**src/rtl/scroll_pkg.sv**
```systemverilog
// scroll_pkg: shared types, ring geometry and nibble selection for hex_scroll_window.
// Optional build macro: SCROLL_GAP_EN adds four blank gap positions to the ring.
package scroll_pkg;

  typedef enum logic [1:0] {
    IDLE   = 2'd0,
    HOLD   = 2'd1,
    SCROLL = 2'd2
  } state_t;

  localparam int unsigned NIBBLES = 16;
  localparam int unsigned GAP     = 4;

`ifdef SCROLL_GAP_EN
  localparam int unsigned GAP_EN = 1;
`else
  localparam int unsigned GAP_EN = 0;
`endif

  // Number of window base positions; gap positions follow the 16 real digits.
  localparam int unsigned RING = NIBBLES + GAP_EN * GAP;
  localparam int unsigned PW   = $clog2(RING);

  // Nibble idx of a 64-bit number.
  function automatic logic [3:0] nib_sel(input logic [63:0] shadow, input logic [3:0] idx);
    return shadow[{idx, 2'b00} +: 4];
  endfunction

endpackage

```
**src/rtl/step_timer.sv**
```systemverilog
// step_timer: STEP_CYCLES prescaler for the scroll window.
// Ports: clk, reset (sync, active-low), en (count), clr (restart at 0),
//        tick_c (combinational: asserted on the last count of an interval while enabled).
module step_timer #(
  parameter int unsigned STEP_CYCLES = 25_000_000
) (
  input  logic clk,
  input  logic reset,
  input  logic en,
  input  logic clr,
  output logic tick_c
);

  localparam int unsigned TW = $clog2(STEP_CYCLES);
  localparam logic [TW-1:0] LAST = TW'(STEP_CYCLES - 1);

  logic [TW-1:0] count;

  assign tick_c = en && (count == LAST);

  // Interval counter; holds its value while disabled so a pause resumes mid-interval.
  always_ff @(posedge clk) begin
    if (!reset) begin
      count <= '0;
    end else if (clr || tick_c) begin
      count <= '0;
    end else if (en) begin
      count <= count + TW'(1);
    end
  end

endmodule

```
**src/rtl/hex_scroll_window.sv**
```systemverilog
// hex_scroll_window: captures a 64-bit hex number on load and scrolls a 4-digit
// window across its 16 nibbles, one position every STEP_CYCLES clocks.
// Ports: clk, reset (sync, active-low), load, number_in[63:0], run, dir
//        (0 = toward higher nibbles), win_d0..win_d3 (d0 rightmost), win_valid,
//        pos (window base), wrap (pulse after ring wrap), blank (SCROLL_GAP_EN only).
// Optional build macro: SCROLL_GAP_EN (20-position ring with 4 blank gap positions).
module hex_scroll_window
  import scroll_pkg::*;
#(
  parameter int unsigned STEP_CYCLES = 25_000_000
) (
  input  logic          clk,
  input  logic          reset,
  input  logic          load,
  input  logic [63:0]   number_in,
  input  logic          run,
  input  logic          dir,
  output logic [3:0]    win_d0,
  output logic [3:0]    win_d1,
  output logic [3:0]    win_d2,
  output logic [3:0]    win_d3,
  output logic          win_valid,
  output logic [PW-1:0] pos,
  output logic          wrap
`ifdef SCROLL_GAP_EN
  ,
  output logic [3:0]    blank
`endif
);

  localparam int unsigned SW = PW + 1;

  state_t        state_q, state_d;
  logic [63:0]   shadow, shadow_d;
  logic [PW-1:0] pos_d;
  logic          valid_d;
  logic          wrap_d;
  logic [3:0]    win_n [4];
  logic [SW-1:0] sum;
  logic          timer_en;
  logic          step_tick;
`ifdef SCROLL_GAP_EN
  logic [3:0]    blank_n;
`endif

  // The HOLD->SCROLL transition cycle already counts, so a resume continues the interval at once.
  assign timer_en = run && (state_q != IDLE) && !load;

  step_timer #(.STEP_CYCLES(STEP_CYCLES)) u_step_timer (
    .clk    (clk),
    .reset  (reset),
    .en     (timer_en),
    .clr    (load),
    .tick_c (step_tick)
  );

  // Next state, next position and next window contents.
  always_comb begin
    state_d  = state_q;
    shadow_d = shadow;
    pos_d    = pos;
    valid_d  = win_valid;
    wrap_d   = 1'b0;
    sum      = '0;
`ifdef SCROLL_GAP_EN
    blank_n  = '0;
`endif
    for (int i = 0; i < 4; i++) win_n[i] = '0;

    unique case (state_q)
      IDLE:    ;
      HOLD:    if (run)  state_d = SCROLL;
      SCROLL:  if (!run) state_d = HOLD;
      default: state_d = IDLE;
    endcase

    if (step_tick) begin
      if (dir) begin
        if (pos == '0) begin
          pos_d  = PW'(RING - 1);
          wrap_d = 1'b1;
        end else begin
          pos_d = pos - PW'(1);
        end
      end else begin
        if (pos == PW'(RING - 1)) begin
          pos_d  = '0;
          wrap_d = 1'b1;
        end else begin
          pos_d = pos + PW'(1);
        end
      end
    end

    // Load overrides any step in the same cycle.
    if (load) begin
      shadow_d = number_in;
      pos_d    = '0;
      valid_d  = 1'b1;
      wrap_d   = 1'b0;
      state_d  = run ? SCROLL : HOLD;
    end

    // Window is derived from the next position so pos and digits change on the same edge.
    for (int i = 0; i < 4; i++) begin
      sum = {1'b0, pos_d} + SW'(i);
      if (sum >= SW'(RING)) sum = sum - SW'(RING);
`ifdef SCROLL_GAP_EN
      if (sum >= SW'(NIBBLES)) begin
        blank_n[i] = 1'b1;
        win_n[i]   = '0;
      end else begin
        win_n[i] = valid_d ? nib_sel(shadow_d, sum[3:0]) : 4'h0;
      end
`else
      win_n[i] = valid_d ? nib_sel(shadow_d, sum[3:0]) : 4'h0;
`endif
    end
  end

  // State and output registers.
  always_ff @(posedge clk) begin
    if (!reset) begin
      state_q   <= IDLE;
      shadow    <= '0;
      pos       <= '0;
      win_valid <= 1'b0;
      wrap      <= 1'b0;
      win_d0    <= '0;
      win_d1    <= '0;
      win_d2    <= '0;
      win_d3    <= '0;
`ifdef SCROLL_GAP_EN
      blank     <= '0;
`endif
    end else begin
      state_q   <= state_d;
      shadow    <= shadow_d;
      pos       <= pos_d;
      win_valid <= valid_d;
      wrap      <= wrap_d;
      win_d0    <= win_n[0];
      win_d1    <= win_n[1];
      win_d2    <= win_n[2];
      win_d3    <= win_n[3];
`ifdef SCROLL_GAP_EN
      blank     <= blank_n;
`endif
    end
  end

endmodule

```
**config.mk**
```make
export PLATFORM = sky130hd
export DESIGN_NAME = hex_scroll_window
export DESIGN_NICKNAME = d
export VERILOG_FILES = /design/src/rtl/scroll_pkg.sv /design/src/rtl/step_timer.sv /design/src/rtl/hex_scroll_window.sv
export SDC_FILE = /design/constraint.sdc
export NUM_CORES = 1
export LEC_CHECK = 0
export BUFFER_PORTS_ARGS = -buffer_cell sky130_fd_sc_hd__buf_4
export CORE_AREA = 2 2 118 120
export DETAILED_ROUTE_END_ITERATION = 10
export DIE_AREA = 0 0 120 122
export GPL_TIMING_DRIVEN = 0
export PLACE_DENSITY = 0.77
export SYNTH_ARGS = -nofsm -noshare
export SYNTH_HDL_FRONTEND = slang
export SYNTH_HIERARCHICAL = 1
export SYNTH_SLANG_ARGS = --single-unit
```
**constraint.sdc**
```tcl
create_clock -name clk -period 17.9 [get_ports clk]
set_clock_uncertainty 0.05 [all_clocks]
set_input_delay 1.79 -clock clk [delete_from_list [all_inputs] [get_ports clk]]
set_output_delay 1.79 -clock clk [all_outputs]
set_load 0.1 [all_outputs]
```
## Word level (Yosys, flattened, before mapping)

Index checks and enable logic that the tools add are counted.

- Shifts and indexed selects: 4
- Magnitude comparators: 4
- Mux-type cells: 19
- $add $sub $neg: 10
- Bitwise operators: 2
- Reduce and logical (&&, ||, !) cells: 12
- Eq/ne operators: 7

Operators by type and width:

| cell | number |
|---|---|
| indexed part select 64 x 7 -> 4 bit | 4 |
| two-way mux 64 bit | 1 |
| two-way mux 4 bit | 9 |
| adder 25 x 1 -> 25 bit (second input constant) | 1 |
| equality test 25 bit (second input constant) | 1 |
| subtractor 4 x 1 -> 4 bit (second input constant) | 5 |
| greater-or-equal comparator 5 bit (second input constant) | 3 |
| adder 4 x 2 -> 5 bit (second input constant) | 2 |
| two-way mux 2 bit | 4 |
| inequality test 3 bit (second input constant) | 2 |
| case mux 2 bit (3 select lines) | 1 |
| adder 4 x 1 -> 5 bit (second input constant) | 1 |
| greater-or-equal comparator 4 x 5 -> 1 bit (second input constant) | 1 |
| adder 4 x 1 -> 4 bit (second input constant) | 1 |
| equality test 4 bit (second input constant) | 1 |
| zero test 4 bit | 1 |
| two-way mux 1 bit | 4 |
| logical AND 1 bit | 3 |
| AND reduction 3 bit | 1 |
| OR reduction 3 bit | 1 |
| equality test 2 x 1 -> 1 bit (second input constant) | 1 |
| equality test 2 bit (second input constant) | 1 |
| zero test 2 bit | 1 |
| inequality test 2 bit (second input constant) | 1 |
| 6 further kinds | 7 |

- Output and inout bits: 22
- Word-level logic and storage cells: 68
- Input bits: 69
- Bits in registers: 113

## Logic depth before layout (Yosys ltp)

Gate-level depths: netlist of the first run.

- Depth in word-level cells: 10
- Depth in mapped cells: 28
- Gate-level depth less buffers: 16

## Cells and area by module

The synthesis of the first run kept the hierarchy.

Modules (own cells, without submodules):

| module | area an instance (sq um) | times used | sequential area each (sq um) | cells an instance |
|---|---|---|---|---|
| hex_scroll_window | 5,960.7 | 1 | 1,761.7 | 682 |
| step_timer | 1,218.7 | 1 | 500.5 | 139 |

## Worst setup path after synthesis of the first run

Ideal clock, no wire load.

- Kind: input to register
- Start: input port load
- End: register win_d3[3]
- Path slack: 10,816 ps
- Required time: 17,771 ps
- Buffers on the path: 13
- Setup time: 79 ps
- Cell stages on the path: 28
- Data arrival time: 6,954 ps
- Path through: buf_2 buf_2 buf_4 buf_2 buf_2 buf_2 nor3_1 and3_2 nand3_1 nor3_1 buf_2 inv_1 a21oi_1 and2_1 buf_6 inv_4 buf_6 buf_2 buf_2 ha_1 or3_1 o221ai_1 buf_6 buf_2 o21ai_1 a221oi_1 nor3_1 nor3_1

- Word-level cells in the longest chain between the ends: 9
- Elaborated cells on any way between the ends: 13
- Those cells by class: 2 x add/sub; 1 x order compare; 1 x shift; 5 x mux; 4 x reduce/logical

RTL lines:

| what | RTL line | source |
|---|---|---|
| start, declared | hex_scroll_window.sv:14 | `input logic load,` |
| zero test 1 bit * | hex_scroll_window.sv:47 | `assign timer_en = run && (state_q != IDLE) && !load;` |
| logical AND 1 bit * | hex_scroll_window.sv:47 |  |
| net timer_en | hex_scroll_window.sv:40 | `logic timer_en;` |
| logical AND 1 bit * | step_timer.sv:19 | `assign tick_c = en && (count == LAST);` |
| net step_tick | hex_scroll_window.sv:41 | `logic step_tick;` |
| two-way mux 4 bit * | hex_scroll_window.sv:77 | `if (step_tick) begin` |
| two-way mux 4 bit * | hex_scroll_window.sv:96 | `if (load) begin` |
| adder 4 x 2 -> 5 bit * | hex_scroll_window.sv:106 | `sum = {1'b0, pos_d} + SW'(i);` |
| subtractor 4 x 1 -> 4 bit or greater-or-equal comparator 5 bit (tied branches) | hex_scroll_window.sv:107 | `if (sum >= SW'(RING)) sum = sum - SW'(RING);` |
| two-way mux 4 bit * | hex_scroll_window.sv:107 |  |
| indexed part select 64 x 7 -> 4 bit * | scroll_pkg.sv:26 | `return shadow[{idx, 2'b00} +: 4];` |
| end signal, assigned | hex_scroll_window.sv:145 | `win_d3 <= win_n[3];` |
| end, declared | hex_scroll_window.sv:21 | `output logic [3:0] win_d3,` |

The timed path passes the listed nets; every way through them passes the cells marked *.
A chain may end at the register's enable or synchronous reset.

## Worst setup path after layout of the first run

- Start: input port load
- End: register win_d1[1]

- Word-level cells in the longest chain between the ends: 9
- Elaborated cells on any way between the ends: 13
- Those cells by class: 2 x add/sub; 1 x order compare; 1 x shift; 5 x mux; 4 x reduce/logical

RTL lines:

| what | RTL line | source |
|---|---|---|
| zero test 1 bit * | hex_scroll_window.sv:47 |  |
| logical AND 1 bit * | hex_scroll_window.sv:47 |  |
| net timer_en | hex_scroll_window.sv:40 |  |
| logical AND 1 bit * | step_timer.sv:19 |  |
| net step_tick | hex_scroll_window.sv:41 |  |
| two-way mux 4 bit * | hex_scroll_window.sv:77 |  |
| two-way mux 4 bit * | hex_scroll_window.sv:96 |  |
| adder 4 x 1 -> 5 bit * | hex_scroll_window.sv:106 |  |
| subtractor 4 x 1 -> 4 bit or greater-or-equal comparator 5 bit (tied branches) | hex_scroll_window.sv:107 |  |
| two-way mux 4 bit * | hex_scroll_window.sv:107 |  |
| indexed part select 64 x 7 -> 4 bit * | scroll_pkg.sv:26 |  |
| end signal, assigned | hex_scroll_window.sv:143 | `win_d1 <= win_n[1];` |
| end, declared | hex_scroll_window.sv:19 | `output logic [3:0] win_d1,` |

Marked as above.

==> results of run 1 <==
[registers in the layout, indices dropped and copies added (netlist names)]
signal and flops:
u_step_timer/count 25, win_d3 4, wrap 1, pos 4, win_d2 4, win_d1 4, state_q 2, win_valid 1
shadow 64, win_d0 4
[stage by stage]
stage               power (W)  hold WS [ns]   util  setup slack [ns]  cell area [sq um]
floorplan            0.000339         0.395      -             10.82               7180
global placement     0.000374         0.412  0.598              8.67               8070
detailed placement   0.000375         0.424  0.598              8.66               8070
CTS                  0.000724         0.436  0.642              9.05               8670
global route         0.000745         0.449  0.642              8.59               8670
finish               0.000725         0.433  0.642              8.77               8670
[worst paths after layout]
path	from	end	slack [ns]	cells past startpoint
max	load	win_d1[1]$_SDFF_PN0_	8.77	27
min	u_step_timer/count[21]$_SDFFE_PP0P_	u_step_timer/count[21]$_SDFFE_PP0P_	0.43	2
max reg2reg	state_q[1]$_SDFFE_PN0P_	win_d1[1]$_SDFF_PN0_	11.54	21
min reg2reg	u_step_timer/count[21]$_SDFFE_PP0P_	u_step_timer/count[21]$_SDFFE_PP0P_	0.43	2
[metal layers]
layer	vias up	track usage	routed length, um
li1	3240	-	-
met2	508	0.532	10900
met4	0	0.155	1110
met1	3333	0.470	10200
met5	-	0	0
met3	90	0.0871	2920
[worst min-delay path, delay by kind of cell (launching register included)]
family | cells | cell delay, ns
AO/OA/AOI/OAI | 2 | 0.12
flip-flops | 1 | 0.32
[where the power goes]
part,internal [W],switching (W)
sequential,0.000263,0.00000765
clock,0.000231,0.000121
combinational,0.0000412,0.0000621
[area by class of cell]
class	count	area (sq um)	share of cell area
plain buffers	59	333	0.0384
clock buffers	20	437	0.0503
clock inverters	11	164	0.0189
inverters	28	108	0.0124
multi-input cells	621	4480	0.516
flip-flops and latches	113	2260	0.261
well taps	180	225	0.0260
repair buffers	89	668	0.0770
[synthesized netlist by cell type (all sizes together), types with 10 or more instances]
cell      n
nand3    16
nor3     18
o31ai    11
o211ai   17
mux2i    96
and2     16
o22ai    10
clkbuf   19
buf      40
o21ai    37
a21oi    42
mux2     23
inv      28
a211oi   13
dfxtp   113
nor2     96
mux4     21
nand2    80
xnor2    10
or3      10
[kinds of logic after synthesis]
kind of cell | Yosys count | synth area share
AO/OA/AOI/OAI | 180 | 0.170
adder cells (fa/ha/maj) | 7 | 0.0122
AND/OR/NAND/NOR | 278 | 0.185
flip-flops | 113 | 0.315
buffers and inverters | 87 | 0.0613
multiplexers | 140 | 0.236
XOR/XNOR | 16 | 0.0195
==> impl_metrics.toml, run 1 <==
[timing]
setup_viol = 0
finalHoldViolCount = 0
finalCriticalPeriod_ns = 9.13
timing.fmax_ghz = 0.109
maxSlewViolCount = 0
rsz0062_at_grt = "no"
max-slew-margin-rel = 0.328
finalCritPeriodShare = 0.510
fin_setup_tns_ns = 0
worst_pin_slew_ns = 1.00

[route]
routed_via_density = 6.40
drc = 0
drt_iter0_drc = 841
drt-total-wl_um = 25200
routedWlPerCell_um = 22.5
dr.pass1.iters = 8
vias = 7171
postRouteAntennaNets = 0

[grt]
grt_pass1_vias = 6712
grt_use_total = 0.350
antenna_found_initial = 0
grt_max_degree = 17
grt_pass1_wl_um = 38400
overflow = 0

[cells_and_area]
n_fill_cell = 1174
antennaDiodeCount = 0
stdcell_count = 1121
num-nets-final = 1005
drive_above_1_share = 0.236
area_delta_synth_final_pct = 20.8
layout_commonest_cell = "dfxtp_1"
layout_common_cells = "dfxtp_1 (113), nor2_1 (96), buf_4 (95), mux2i_1 (95), nand2_1 (80)"

[clocking]
cts_buffers = 17
htreeDepth = 4
clock_latency_ns = 0.42
clkSinkCount = 113
path_clk_slew_ns = 0.06
cts_root_buf = "clkbuf_16"
post_cts_buffers = 0
cts_resized = 0
clockBufferDepth = 2
cts-hold-fix-buffers = 0
cts_tree = "yes"

[setup_path]
cp-end-kind = "register"
worst_ep_required_time_ns = 18.17
path_max_fanout = 10
slowest_delay_ns = 0.85
cpMostUsedCell = "buf_2"
crit_slowest_cell = "nor3_1"
crit_arrival_ns = 9.41
critical-path-top-delay-family = "buffers and inverters"
startpoint_type = "input port"
critPathBufInv = 16
crit_type = "input port to register"

[logic_synthesis]
ys_ff_latch = 113
synth_nets = 897
synth_edf_count = 0
yosysTopAreaCellShare = 0.315
synth-main-ff-cell = "dfxtp_1"
synth.avg_cell_area_sq_um = 8.74
syn_inst = 821
synth-async-reset-ratio = 0
synth_top_cell_by_area = "dfxtp_1"
ys_seq_area_frac = 0.315
synth_warnings = 6
syn_area_sq_mm = 0.00718
synthTopCellsByArea = "dfxtp_1 (32%), mux2i_1 (13%), mux4_2 (6.6%)"
ys_types = 78

[power]
leakagePower_nw = 3.66
ir_worst_vdd_mv = 0.0836
powerDensity_mw_per_mm2 = 83.6

[die]
start_util = 0.532
dieArea_sq_mm = 0.0146
std_cell_rows = 43
die_h_um = 122
io_pins = 91
die_x_um = 120
core_area_sq_mm = 0.0135

[job]
drv_cap = 0

[min_path]
hold_path.class = "register to register"

[placed_design]
hpwl_um = 18200
place.gp.congestion = 1.02
io_buffers = 89
placedCellCount = 1090

[run_status]
outcome = "finished clean"
No activity file was read; power rests on OpenSTA's default activity.
==> inputs of run 2 (changes only) <==
- ABC_AREA: unset -> 1
- CORE_AREA: 2 2 118 120 -> 2 2 119 121
- DIE_AREA: 0 0 120 122 -> 0 0 121 123
- PLACE_DENSITY: 0.77 -> 0.78
- clock period: 17.9 -> 7.55 ns (I/O delays scaled with it)
==> run 2 against run 1 <==
Net effect:
- non-clock buffer count rose by 1
- combinational power grew to 2.5 times the previous value
- via count rose by 10%
- wire length rose by 4.3%
- synthesized cell count is 37% higher
- clock power up 130%
- flip-flop and latch count unchanged
- synthesized area decreased by 1.8%
- critical path type unchanged
- largest power group unchanged
==> impl_metrics.toml, run 2 <==
[timing]
rsz0062_at_grt = "no"
fin_setup_tns_ns = 0
setup_viol = 0
finalCriticalPeriod_ns = 5.28
worst_pin_slew_ns = 0.804
finalCritPeriodShare = 0.700
max-slew-margin-rel = 0.462
timing.fmax_ghz = 0.189
maxSlewViolCount = 0
finalHoldViolCount = 0

[route]
routedWlPerCell_um = 18.5
vias = 7910
postRouteAntennaNets = 0
dr.pass1.iters = 6
routed_via_density = 5.56
drt_iter0_drc = 932
drt-total-wl_um = 26300
drc = 0

[cells_and_area]
largest_reg_flops = 64
num-nets-final = 1306
fin_util = 0.626
antennaDiodeCount = 0
n_fill_cell = 1351
layout_common_cells = "nand2_1 (295), nand3_1 (218), nor2_1 (151)"
layout_commonest_cell = "nand2_1"
biggestRegsByFlops = "shadow: 64 flops, u_step_timer/count: 25 flops"
regMostFlops = "shadow"
area_delta_synth_final_pct = 20.9
drive_above_1_share = 0.175

[setup_path]
worst_ep_required_time_ns = 7.81
critPathLaunch = "load"
slowest_delay_ns = 0.58
r2r-end = "win_d1[1]$_SDFF_PN0_"
cpMostUsedCell = "nand2_1"
crit_type = "input port to register"
r2r_cells = 21
path_cells = "buf_4 -> buf_2 -> buf_2 -> buf_2 -> nor3_1 -> buf_4 -> nand2_1 -> inv_1 -> nand2_1 -> nor2_1 -> nand2_1 -> nor2_1 -> nand3_1 -> nand2_2 -> buf_1 -> ha_1 -> clkbuf_1 -> inv_1 -> clkbuf_1 -> nand2_1 -> nand3_1 -> nand2_1 -> nor2_1 -> nor2_1"
ff2ff_setup_slack_ns = 3.05
crit_arrival_ns = 5.54
path_max_fanout = 11
crit_slowest_cell = "buf_1"
critical_path.endpoint = "win_d1[1]$_SDFF_PN0_"
startpoint_type = "input port"
cp-end-kind = "register"
reg2reg_from = "state_q[0]$_SDFFE_PN0P_"

[grt]
grt_util_met2 = 0.584
grt_util_met3 = 0.0738
grt_pass1_vias = 7253
antenna_found_initial = 0
grt_pass1_wl_um = 40200
overflow = 0
grt_use_total = 0.359
grt_busiest_layer = "met2"
grt_max_degree = 17
use_met1 = 0.448

[logic_synthesis]
synthAdderAreaFrac = 0.0124
synth_warnings = 6
synth_edf_count = 0
synth-xor-area-share = 0.0174
syn_inst = 1121
ys_seq_area_frac = 0.321
synth_mux_area_frac = 0.0184
ys_ff_latch = 113
synth_simple_gate_area_frac = 0.480
synth_top_family_by_area = "simple AND/OR/NAND/NOR gates"
synthTopCellsByArea = "dfxtp_1 (32%), nand2_1 (16%), nand3_1 (15%)"
syn_area_sq_mm = 0.00705
yosysMostFrequentCell = "nand2_1"
ys_types = 37
synth_top_cell_by_area = "dfxtp_1"
synth-async-reset-ratio = 0
synth-main-ff-cell = "dfxtp_1"
synth_common_cells = "nand2_1 (295), nand3_1 (218), nor2_1 (151)"
synth_nets = 1197
synth.avg_cell_area_sq_um = 6.29
synth_compound_area_frac = 0.0617
yosysTopAreaCellShare = 0.321

[die]
core_area_sq_mm = 0.0136
std_cell_rows = 43
die_h_um = 123
die_x_um = 121
dieArea_sq_mm = 0.0149
io_pins = 91
start_util = 0.518

[power]
ir_worst_vdd_mv = 0.198
leakagePower_nw = 4.09
powerDensity_mw_per_mm2 = 198
finalPower_w = 0.00169

[clocking]
cts-hold-fix-buffers = 0
post_cts_buffers = 0
clock_latency_ns = 0.42
cts_root_buf = "clkbuf_16"
cts_buffers = 17
cts_tree = "yes"
clockBufferDepth = 2
clkSinkCount = 113
path_clk_slew_ns = 0.05
cts_resized = 0
htreeDepth = 4

[job]
drv_cap = 0

[placed_design]
io_buffers = 90
place.gp.congestion = 1.05
hpwl_um = 20200

[min_path]
min-delay-start = "shadow[61]$_SDFF_PN0_"
hold_path.class = "register to register"

[run_status]
outcome = "finished clean"
## run 2: changes by cell type after synthesis, moves of 16 or more
| cell | previous run | this run |
|---|---|---|
| a21oi_1 | 41 | 20 |
| inv_1 | 25 | 82 |
| mux2_2 | 22 | 0 |
| mux2i_1 | 95 | 13 |
| mux4_2 | 21 | 0 |
| nand2_1 | 80 | 295 |
| nand3_1 | 16 | 218 |
| nor2_1 | 96 | 151 |
| o211ai_1 | 16 | 0 |
| or2_2 | 2 | 43 |
## run 2: area by class of cell
type | instances | area, sq um | share of cell area
Buffer | 59 | 308 | 0.0361
Clock buffer | 21 | 460 | 0.0540
Clock inverter | 10 | 111 | 0.0131
Inverter | 86 | 323 | 0.0379
Multi-Input combinational cell | 863 | 4160 | 0.488
Sequential cell | 113 | 2260 | 0.265
Tap cell | 180 | 225 | 0.0264
Timing Repair Buffer | 90 | 676 | 0.0792
## run 2: report_power, final
part,internal (W),switching (W)
clock network,0.000498,0.000294
registers,0.000625,0.00000727
logic,0.0000877,0.000175
## run 2: routing by layer
metal  wire length, um  vias up
li1                  -     3824
met1             10900     3592
met2             11900      399
met3              1980       95
met4              1480        0
met5                 0        -
## run 2: cell families after synthesis
| family | count (synthesis) |
|---|---|
| simple gates | 754 |
| buf+inv | 145 |
| flops | 113 |
| compound gates | 75 |
| xor+xnor | 14 |
| mux | 13 |
| fa+ha+maj | 7 |
## run 2: worst min path at each step
| stage | end | slack [ns] | cells past startpoint |
|---|---|---|---|
| after detailed placement | shadow[36]$_SDFF_PN0_ | 0.42 | 2 |
| final | shadow[61]$_SDFF_PN0_ | 0.42 | 2 |
| after floorplan | shadow[18]$_SDFF_PN0_ | 0.40 | 2 |
| after CTS | shadow[36]$_SDFF_PN0_ | 0.42 | 2 |
| after global routing | shadow[60]$_SDFF_PN0_ | 0.45 | 2 |
| after global placement | shadow[63]$_SDFF_PN0_ | 0.41 | 2 |
## run 2: per-stage QoR
stage	worst slack (ns)	cell area [sq um]	hold slack (ns)	std cells
4_1_cts	2.39	8530	0.425	1422
2_1_floorplan	3.26	7050	0.397	1121
6_report	2.27	8530	0.424	1422
3_3_place_gp	1.95	7950	0.407	1391
3_5_place_dp	1.95	7950	0.415	1391
5_1_grt	1.87	8530	0.450	1422
## run 2: critical path, delay by kind of cell
family | cells | cell delay [ns]
adder cells (fa/ha/maj) | 1 | 0.35
AND/OR/NAND/NOR | 13 | 1.87
buffers and inverters | 10 | 2.55
